[src/rtl/ntt_pkg.sv]
// ntt_pkg: shared FSM state type, default transform size and stage-count helpers
//   LOG_N_DEF     : default log2 of the transform size
//   state_t       : sequencer states IDLE / RUN / FIN
//   r4_f          : number of radix-4 stages for a given log_n
//   has_r2_f      : a trailing radix-2 stage exists (odd log_n)
//   num_stages_f  : total stage count
package ntt_pkg;
    localparam int LOG_N_DEF = 9;

    typedef enum logic [1:0] {IDLE, RUN, FIN} state_t;

    function automatic int r4_f(input int log_n);
        return log_n / 2;
    endfunction

    function automatic logic has_r2_f(input int log_n);
        return (log_n % 2) == 1;
    endfunction

    function automatic int num_stages_f(input int log_n);
        return r4_f(log_n) + (has_r2_f(log_n) ? 1 : 0);
    endfunction
endpackage

[src/rtl/ntt_quad_map.sv]
// ntt_quad_map: combinational (stage, j, k) to butterfly operand address mapping
//   p_i        : stage index
//   j_i, k_i   : outer/inner loop counters (k_i is the loop index i in the radix-2 stage)
//   r2_i       : current stage is the radix-2 stage
//   addr*_o    : operand addresses base + m*stride, m = 0..3
module ntt_quad_map #(
    parameter int LOG_N = 9,
    parameter int SW = 3
) (
    input  logic [SW-1:0]    p_i,
    input  logic [LOG_N-3:0] j_i,
    input  logic [LOG_N-3:0] k_i,
    input  logic             r2_i,
    output logic [LOG_N-1:0] addr0_o,
    output logic [LOG_N-1:0] addr1_o,
    output logic [LOG_N-1:0] addr2_o,
    output logic [LOG_N-1:0] addr3_o
);
    logic [LOG_N-1:0] s, base;

    always_comb begin
        // radix-4 stride is 4^p; base is k*4S + j, i.e. k shifted left by 2p+2
        s = r2_i ? LOG_N'(1) << (LOG_N - 2) : LOG_N'(1) << {p_i, 1'b0};
        base = r2_i ? LOG_N'(k_i) : ((LOG_N'(k_i) << 2) << {p_i, 1'b0}) + LOG_N'(j_i);
        addr0_o = base;
        addr1_o = base + s;
        addr2_o = base + (s << 1);
        addr3_o = base + s + (s << 1);
    end
endmodule

[src/rtl/ntt_addr_seq.sv]
// ntt_addr_seq: NTT butterfly address sequencer with valid/ready quad output
//   clk, rst_n          : clock, asynchronous active-low reset
//   start, dir          : begin a pass; stage order (0 descending, 1 ascending)
//   busy, done          : pass in progress; one-cycle end-of-pass pulse
//   out_valid/out_ready : quad handshake
//   addr0..3, stage     : operand addresses and stage index of the presented quad
//   stage_last          : presented quad is the last of its stage
module ntt_addr_seq
    import ntt_pkg::*;
#(
    parameter int LOG_N = LOG_N_DEF,
    parameter int SW = 3
) (
    input  logic             clk,
    input  logic             rst_n,
    input  logic             start,
    input  logic             dir,
    output logic             busy,
    output logic             done,
    output logic             out_valid,
    input  logic             out_ready,
    output logic [LOG_N-1:0] addr0,
    output logic [LOG_N-1:0] addr1,
    output logic [LOG_N-1:0] addr2,
    output logic [LOG_N-1:0] addr3,
    output logic [SW-1:0]    stage,
    output logic             stage_last
);
    localparam int CW = LOG_N - 2;
    localparam logic HAS_R2 = has_r2_f(LOG_N);
    localparam logic [SW-1:0] R2_P = SW'(r4_f(LOG_N));
    localparam logic [SW-1:0] LAST_P = SW'(num_stages_f(LOG_N) - 1);

    state_t state_q, state_d;
    logic [SW-1:0] p_q, p_d, p_end;
    logic [CW-1:0] j_q, j_d, k_q, k_d;
    logic dir_q, dir_d, k_last, j_last, last_d;
    logic busy_q, done_q, valid_q, last_q;
    logic [LOG_N-1:0] addr_q [4];
    logic [LOG_N-1:0] addr_d [4];

    function automatic logic is_r2(input logic [SW-1:0] p);
        return HAS_R2 && (p == R2_P);
    endfunction

    // last k value: N/(4S)-1 for radix-4, N/4-1 for radix-2
    function automatic logic [CW-1:0] kmask_f(input logic [SW-1:0] p);
        return is_r2(p) ? {CW{1'b1}} : {CW{1'b1}} >> {p, 1'b0};
    endfunction

    // last j value: S-1 for radix-4, 0 for radix-2 (no outer loop)
    function automatic logic [CW-1:0] smask_f(input logic [SW-1:0] p);
        return is_r2(p) ? '0 : ~({CW{1'b1}} << {p, 1'b0});
    endfunction

    always_comb begin
        state_d = state_q;
        p_d = p_q;
        j_d = j_q;
        k_d = k_q;
        dir_d = dir_q;
        k_last = (k_q == kmask_f(p_q));
        j_last = (j_q == smask_f(p_q));
        p_end = dir_q ? LAST_P : '0;
        case (state_q)
            IDLE: if (start) begin
                state_d = RUN;
                dir_d = dir;
                p_d = dir ? '0 : LAST_P;
                j_d = '0;
                k_d = '0;
            end
            RUN: if (out_ready) begin
                if (!k_last) k_d = k_q + 1'b1;
                else begin
                    k_d = '0;
                    if (!j_last) j_d = j_q + 1'b1;
                    else begin
                        j_d = '0;
                        if (p_q == p_end) state_d = FIN;
                        else p_d = dir_q ? p_q + 1'b1 : p_q - 1'b1;
                    end
                end
            end
            default: state_d = IDLE;
        endcase
        last_d = (j_d == smask_f(p_d)) && (k_d == kmask_f(p_d));
    end

    ntt_quad_map #(.LOG_N(LOG_N), .SW(SW)) u_map (
        .p_i    (p_d),
        .j_i    (j_d),
        .k_i    (k_d),
        .r2_i   (is_r2(p_d)),
        .addr0_o(addr_d[0]),
        .addr1_o(addr_d[1]),
        .addr2_o(addr_d[2]),
        .addr3_o(addr_d[3])
    );

    always_ff @(posedge clk or negedge rst_n) begin
        if (!rst_n) begin
            state_q <= IDLE;
            p_q <= '0;
            j_q <= '0;
            k_q <= '0;
            dir_q <= 1'b0;
            busy_q <= 1'b0;
            done_q <= 1'b0;
            valid_q <= 1'b0;
            last_q <= 1'b0;
            addr_q <= '{default: '0};
        end else begin
            state_q <= state_d;
            p_q <= p_d;
            j_q <= j_d;
            k_q <= k_d;
            dir_q <= dir_d;
            busy_q <= state_d != IDLE;
            done_q <= state_d == FIN;
            valid_q <= state_d == RUN;
            // during a stall the next-state counters equal the current ones, so this reload holds the quad
            if (state_d == RUN) begin
                addr_q <= addr_d;
                last_q <= last_d;
            end
        end
    end

    assign busy = busy_q;
    assign done = done_q;
    assign out_valid = valid_q;
    assign addr0 = addr_q[0];
    assign addr1 = addr_q[1];
    assign addr2 = addr_q[2];
    assign addr3 = addr_q[3];
    assign stage = p_q;
    assign stage_last = last_q;
endmodule

[config.mk]
export PLATFORM = sky130hd
export DESIGN_NAME = ntt_addr_seq
export DESIGN_NICKNAME = d
export VERILOG_FILES = /design/src/rtl/ntt_pkg.sv /design/src/rtl/ntt_quad_map.sv /design/src/rtl/ntt_addr_seq.sv
export SDC_FILE = /design/constraint.sdc
export NUM_CORES = 1
export LEC_CHECK = 0
export BUFFER_PORTS_ARGS = -buffer_cell sky130_fd_sc_hd__buf_2
export CAP_MARGIN = 25
export CORE_AREA = 2 2 102 75
export DETAILED_ROUTE_END_ITERATION = 10
export DIE_AREA = 0 0 104 77
export PLACE_DENSITY = 0.88
export SLEW_MARGIN = 20
export SYNTH_ARGS = -nofsm -noshare
export SYNTH_HDL_FRONTEND = slang
export SYNTH_SLANG_ARGS = --single-unit
[constraint.sdc]
create_clock -name clk -period 7.75 [get_ports clk]
set_input_delay 2.325 -clock clk [delete_from_list [all_inputs] [get_ports clk]]
set_output_delay 2.325 -clock clk [all_outputs]
set_load 0.01 [all_outputs]
==> impl_metrics.xml <==
<?xml version="1.0" encoding="UTF-8"?>
<metrics>
  <group name="cts">
    <metric name="tritoncts_clock_tree" unit="">built</metric>
    <metric name="htree_num_levels" unit="">3</metric>
    <metric name="cts_root_buffer" unit="">sky130_fd_sc_hd__clkbuf_8</metric>
    <metric name="max-clock-path-buffers" unit="">2</metric>
    <metric name="cts_buffers" unit="">9</metric>
    <metric name="cts_hold_buf" unit="">0</metric>
    <metric name="post_cts.repair.setup_buffers" unit="">0</metric>
    <metric name="tritoncts_num_sinks" unit="">58</metric>
    <metric name="cts_resized" unit="">0</metric>
    <metric name="clkSlewWorstSetupHoldPaths" unit="ps">70</metric>
    <metric name="clock_insertion_delay_worst_skew" unit="ps">340</metric>
  </group>
  <group name="critical_path">
    <metric name="timing.critical_path.slowest_stage_cell" unit="">sky130_fd_sc_hd__a2111oi_4</metric>
    <metric name="cp_slowest_stage_delay" unit="ps">420</metric>
    <metric name="timing.critical_path.required" unit="ps">8010</metric>
    <metric name="worstRegToRegCells" unit="">25</metric>
    <metric name="end_kind" unit="">flop</metric>
    <metric name="path_cells" unit="">buf_2, inv_1, a2111oi_4, a31oi_2, a21oi_4, nand2_1, nor2_1, and2_1, ha_1, fa_1, xor2_1, nor2_1, a21oi_2, ha_1, inv_1, o31ai_1, xnor2_1, ha_1, inv_1, o31a_1, o31ai_2, xnor3_1, o21ai_1</metric>
    <metric name="critPathTopFamily" unit="">compound AO/OA/AOI/OAI gates</metric>
    <metric name="critical_path_cell_count" unit="">23</metric>
    <metric name="start_kind" unit="">input pin</metric>
    <metric name="critical_path.max_fanout" unit="">12</metric>
    <metric name="worstSetupPathType" unit="">in2reg</metric>
    <metric name="path_buf_inv" unit="">4</metric>
    <metric name="worst-endpoint-arrival" unit="ps">7290</metric>
  </group>
  <group name="yosys">
    <metric name="synth_edf_count" unit="">0</metric>
    <metric name="ys_seq_elements" unit="">58</metric>
    <metric name="synthesis.area" unit="um^2">4030</metric>
    <metric name="yosys.area.top_type_share" unit="%">36.0</metric>
    <metric name="async_set_or_reset_register_ratio_after_synthesis" unit="%">100</metric>
    <metric name="avgSynthCellArea" unit="um^2">8.85</metric>
    <metric name="yosysWarningCount" unit="">0</metric>
    <metric name="synthCells" unit="">455</metric>
    <metric name="synth_area_leaders" unit="">sky130_fd_sc_hd__dfrtp_1, sky130_fd_sc_hd__nand2_1, sky130_fd_sc_hd__ha_1</metric>
    <metric name="post-synth-top-area-cell" unit="">sky130_fd_sc_hd__dfrtp_1</metric>
    <metric name="yosysSeqAreaShare" unit="%">36.0</metric>
    <metric name="synth.most_common_cell" unit="">sky130_fd_sc_hd__nand2_1</metric>
    <metric name="post_synth_num_cell_types" unit="">80</metric>
    <metric name="synth-main-ff-cell" unit="">sky130_fd_sc_hd__dfrtp_1</metric>
    <metric name="most_common_library_cells_after_synthesis" unit="">sky130_fd_sc_hd__nand2_1, sky130_fd_sc_hd__dfrtp_1, sky130_fd_sc_hd__o21ai_0, sky130_fd_sc_hd__inv_1, sky130_fd_sc_hd__ha_1</metric>
    <metric name="postSynthNetCount" unit="">484</metric>
  </group>
  <group name="grt">
    <metric name="first_global_vias" unit="">3460</metric>
    <metric name="grt_start_max_net_pins" unit="">59</metric>
    <metric name="global_route_congestion_overflow_total" unit="">0</metric>
    <metric name="track_usage" unit="%">27.2</metric>
    <metric name="grt_antenna_before_repair" unit="">0</metric>
    <metric name="wire_length_of_the_first_global_routing_pass" unit="um">17500</metric>
  </group>
  <group name="place">
    <metric name="gp_congestion" unit="">0.931</metric>
    <metric name="port_buffers" unit="">47</metric>
    <metric name="placed_area" unit="um^2">4300</metric>
    <metric name="dp_hpwl" unit="um">7730</metric>
    <metric name="placement_setup_slack" unit="ps">497</metric>
  </group>
  <group name="drt">
    <metric name="postRouteWirelength" unit="um">10300</metric>
    <metric name="drt_iter0_markers" unit="">360</metric>
    <metric name="route.antenna.remaining_nets" unit="">0</metric>
    <metric name="route.detailed.drc" unit="">0</metric>
    <metric name="detailroute.via_count" unit="">3642</metric>
    <metric name="drt-wirelength-per-cell" unit="um">17.0</metric>
    <metric name="vias_per_cell" unit="">6.00</metric>
    <metric name="dr.pass1.iters" unit="">5</metric>
  </group>
  <group name="min_path">
    <metric name="hold_path_depth" unit="">2</metric>
    <metric name="min-delay-path-class" unit="">reg2reg</metric>
  </group>
  <group name="run">
    <metric name="maxCapViolCount" unit="">0</metric>
  </group>
  <group name="layout">
    <metric name="layout.filler_cells" unit="">603</metric>
    <metric name="antenna_cells_inserted" unit="">0</metric>
    <metric name="finish.net_count" unit="">533</metric>
    <metric name="syn_to_final_growth" unit="%">11.5</metric>
    <metric name="finalInstanceArea" unit="um^2">4490</metric>
    <metric name="final_layout_size_suffix_gt1_share" unit="%">20.4</metric>
  </group>
  <group name="sta">
    <metric name="fin_worst_skew" unit="ps">8.27</metric>
    <metric name="max_freq" unit="MHz">142</metric>
    <metric name="relative_slew_slack" unit="%">45.3</metric>
    <metric name="timing.final.setup_violations" unit="">0</metric>
    <metric name="setup_total_negative_slack" unit="ps">0</metric>
    <metric name="postLayoutSetupSlackWorst" unit="ps">721</metric>
    <metric name="final.period_utilization" unit="%">90.7</metric>
    <metric name="tightest_slew" unit="ps">810</metric>
    <metric name="rsz_0062_raised_after_global_routing" unit="">false</metric>
    <metric name="post-route-min-period" unit="ps">7030</metric>
    <metric name="hold_viol_final" unit="">0</metric>
    <metric name="drv_slew" unit="">0</metric>
  </group>
  <group name="floorplan">
    <metric name="rows" unit="">26</metric>
    <metric name="pin_count" unit="">48</metric>
    <metric name="fp.dieH" unit="um">77</metric>
    <metric name="initial_utilization" unit="%">57.3</metric>
    <metric name="chipWidth" unit="um">104</metric>
    <metric name="die_area" unit="um^2">8010</metric>
    <metric name="floorplan.core_area" unit="um^2">7030</metric>
  </group>
  <group name="outcome">
    <metric name="run_status" unit="">completed</metric>
  </group>
  <group name="power">
    <metric name="p_leak" unit="uW">0.00214</metric>
    <metric name="cellPowerDensity" unit="nW/um^2">246</metric>
    <metric name="ir_worst_vdd" unit="uV">152</metric>
  </group>
</metrics>
## metrics by stage
step	instances	total power, uW	util (%)	hold slack (ps)
2_1_floorplan	455	692	-	510
3_3_place_gp	591	816	61.3	456
3_5_place_dp	591	831	61.3	457
4_1_cts	607	1110	63.9	473
5_1_grt	607	1180	63.9	489
6_report	607	1110	63.9	475
## path summary, 6_finish.rpt
| check | start | slack (ps) | endpoint |
|---|---|---|---|
| max in group asynchronous | rst_n | 5160 | j_q[3] |
| worst max-delay path | out_ready | 720 | addr3[8] |
| worst min-delay path | addr0[1] | 470 | addr0[1] |
| min in group asynchronous | rst_n | 2120 | addr1[8] |
| worst min register to register | addr0[1] | 470 | addr0[1] |
| worst max register to register | stage[2] | 1490 | addr3[8] |
## cells in the final DEF (no fill, tap or decap), drive strengths merged, types with 6 or more instances in the layout
master / synthesis / final
nand2: 96 / 96
or2: 6 / 6
buf: 5 / 55
nor2: 20 / 20
o31ai: 6 / 6
inv: 26 / 26
mux2: 7 / 7
xnor2: 16 / 16
a21oi: 21 / 21
a31oi: 10 / 10
nor3: 14 / 14
xor2: 11 / 11
nand3: 11 / 11
mux2i: 8 / 8
o21ai: 40 / 40
clkbuf: 11 / 11
dfrtp: 58 / 58
ha: 22 / 22
## power breakdown
group,total [uW],switching (uW),internal [uW],leakage [uW]
combinational,410,248,162,0.00131
sequential,426,53.3,373,0.000740
clock,270,123,147,0.0000893
## worst reg2reg max path, cell delays in order (launching register included)
cell,delay [ps]
sky130_fd_sc_hd__dfrtp_1,620
sky130_fd_sc_hd__a21oi_1,250
sky130_fd_sc_hd__o21ai_0,310
sky130_fd_sc_hd__o221ai_1,360
sky130_fd_sc_hd__o31a_2,450
sky130_fd_sc_hd__o21ai_2,230
sky130_fd_sc_hd__nand2_1,110
sky130_fd_sc_hd__inv_1,150
sky130_fd_sc_hd__nand2_1,140
sky130_fd_sc_hd__nor2_1,270
sky130_fd_sc_hd__and2_1,180
sky130_fd_sc_hd__ha_1,180
sky130_fd_sc_hd__fa_1,230
sky130_fd_sc_hd__xor2_1,180
sky130_fd_sc_hd__nor2_1,80
sky130_fd_sc_hd__a21oi_2,300
sky130_fd_sc_hd__ha_1,210
sky130_fd_sc_hd__inv_1,90
sky130_fd_sc_hd__o31ai_1,390
sky130_fd_sc_hd__xnor2_1,150
sky130_fd_sc_hd__ha_1,370
sky130_fd_sc_hd__inv_1,50
sky130_fd_sc_hd__o31a_1,330
sky130_fd_sc_hd__o31ai_2,200
sky130_fd_sc_hd__xnor3_1,250
sky130_fd_sc_hd__o21ai_1,130
## registers in the layout, summed over array words and instances, names as in the netlist, 2 cells and up
register and count:
state_q 2, k_q 7, stage 3, addr2 8
addr1 9, addr0 9, j_q 7, addr3 8
## area by class of cell
class / count / area, um^2 / share of cell area [%]
multi-input cells: 353 / 2330 / 51.9
inverters: 27 / 104 / 2.31
clock inverters: 5 / 55.1 / 1.23
clock buffers: 11 / 131 / 2.93
flip-flops and latches: 58 / 1450 / 32.3
well taps: 98 / 123 / 2.73
repair buffers: 55 / 295 / 6.58
## layer usage
layer,global-route usage [%],up-vias,wire length (um)
li1,-,1708,-
met1,39.5,1698,4700
met2,42.6,222,4500
met3,4.42,14,1030
met4,6.89,0,99
met5,0,-,0
## cell families (layout without fill, tap and decap cells)
family / Yosys count / in the layout / synth area share, %
simple gates: 170 / 170 / 19.1
mux: 15 / 15 / 4.04
fa+ha+maj: 25 / 25 / 8.11
flops: 58 / 58 / 36.0
buf+inv: 44 / 98 / 6.09
xor+xnor: 28 / 28 / 6.80
compound gates: 115 / 115 / 19.8
(Power assumes the default switching activity.)
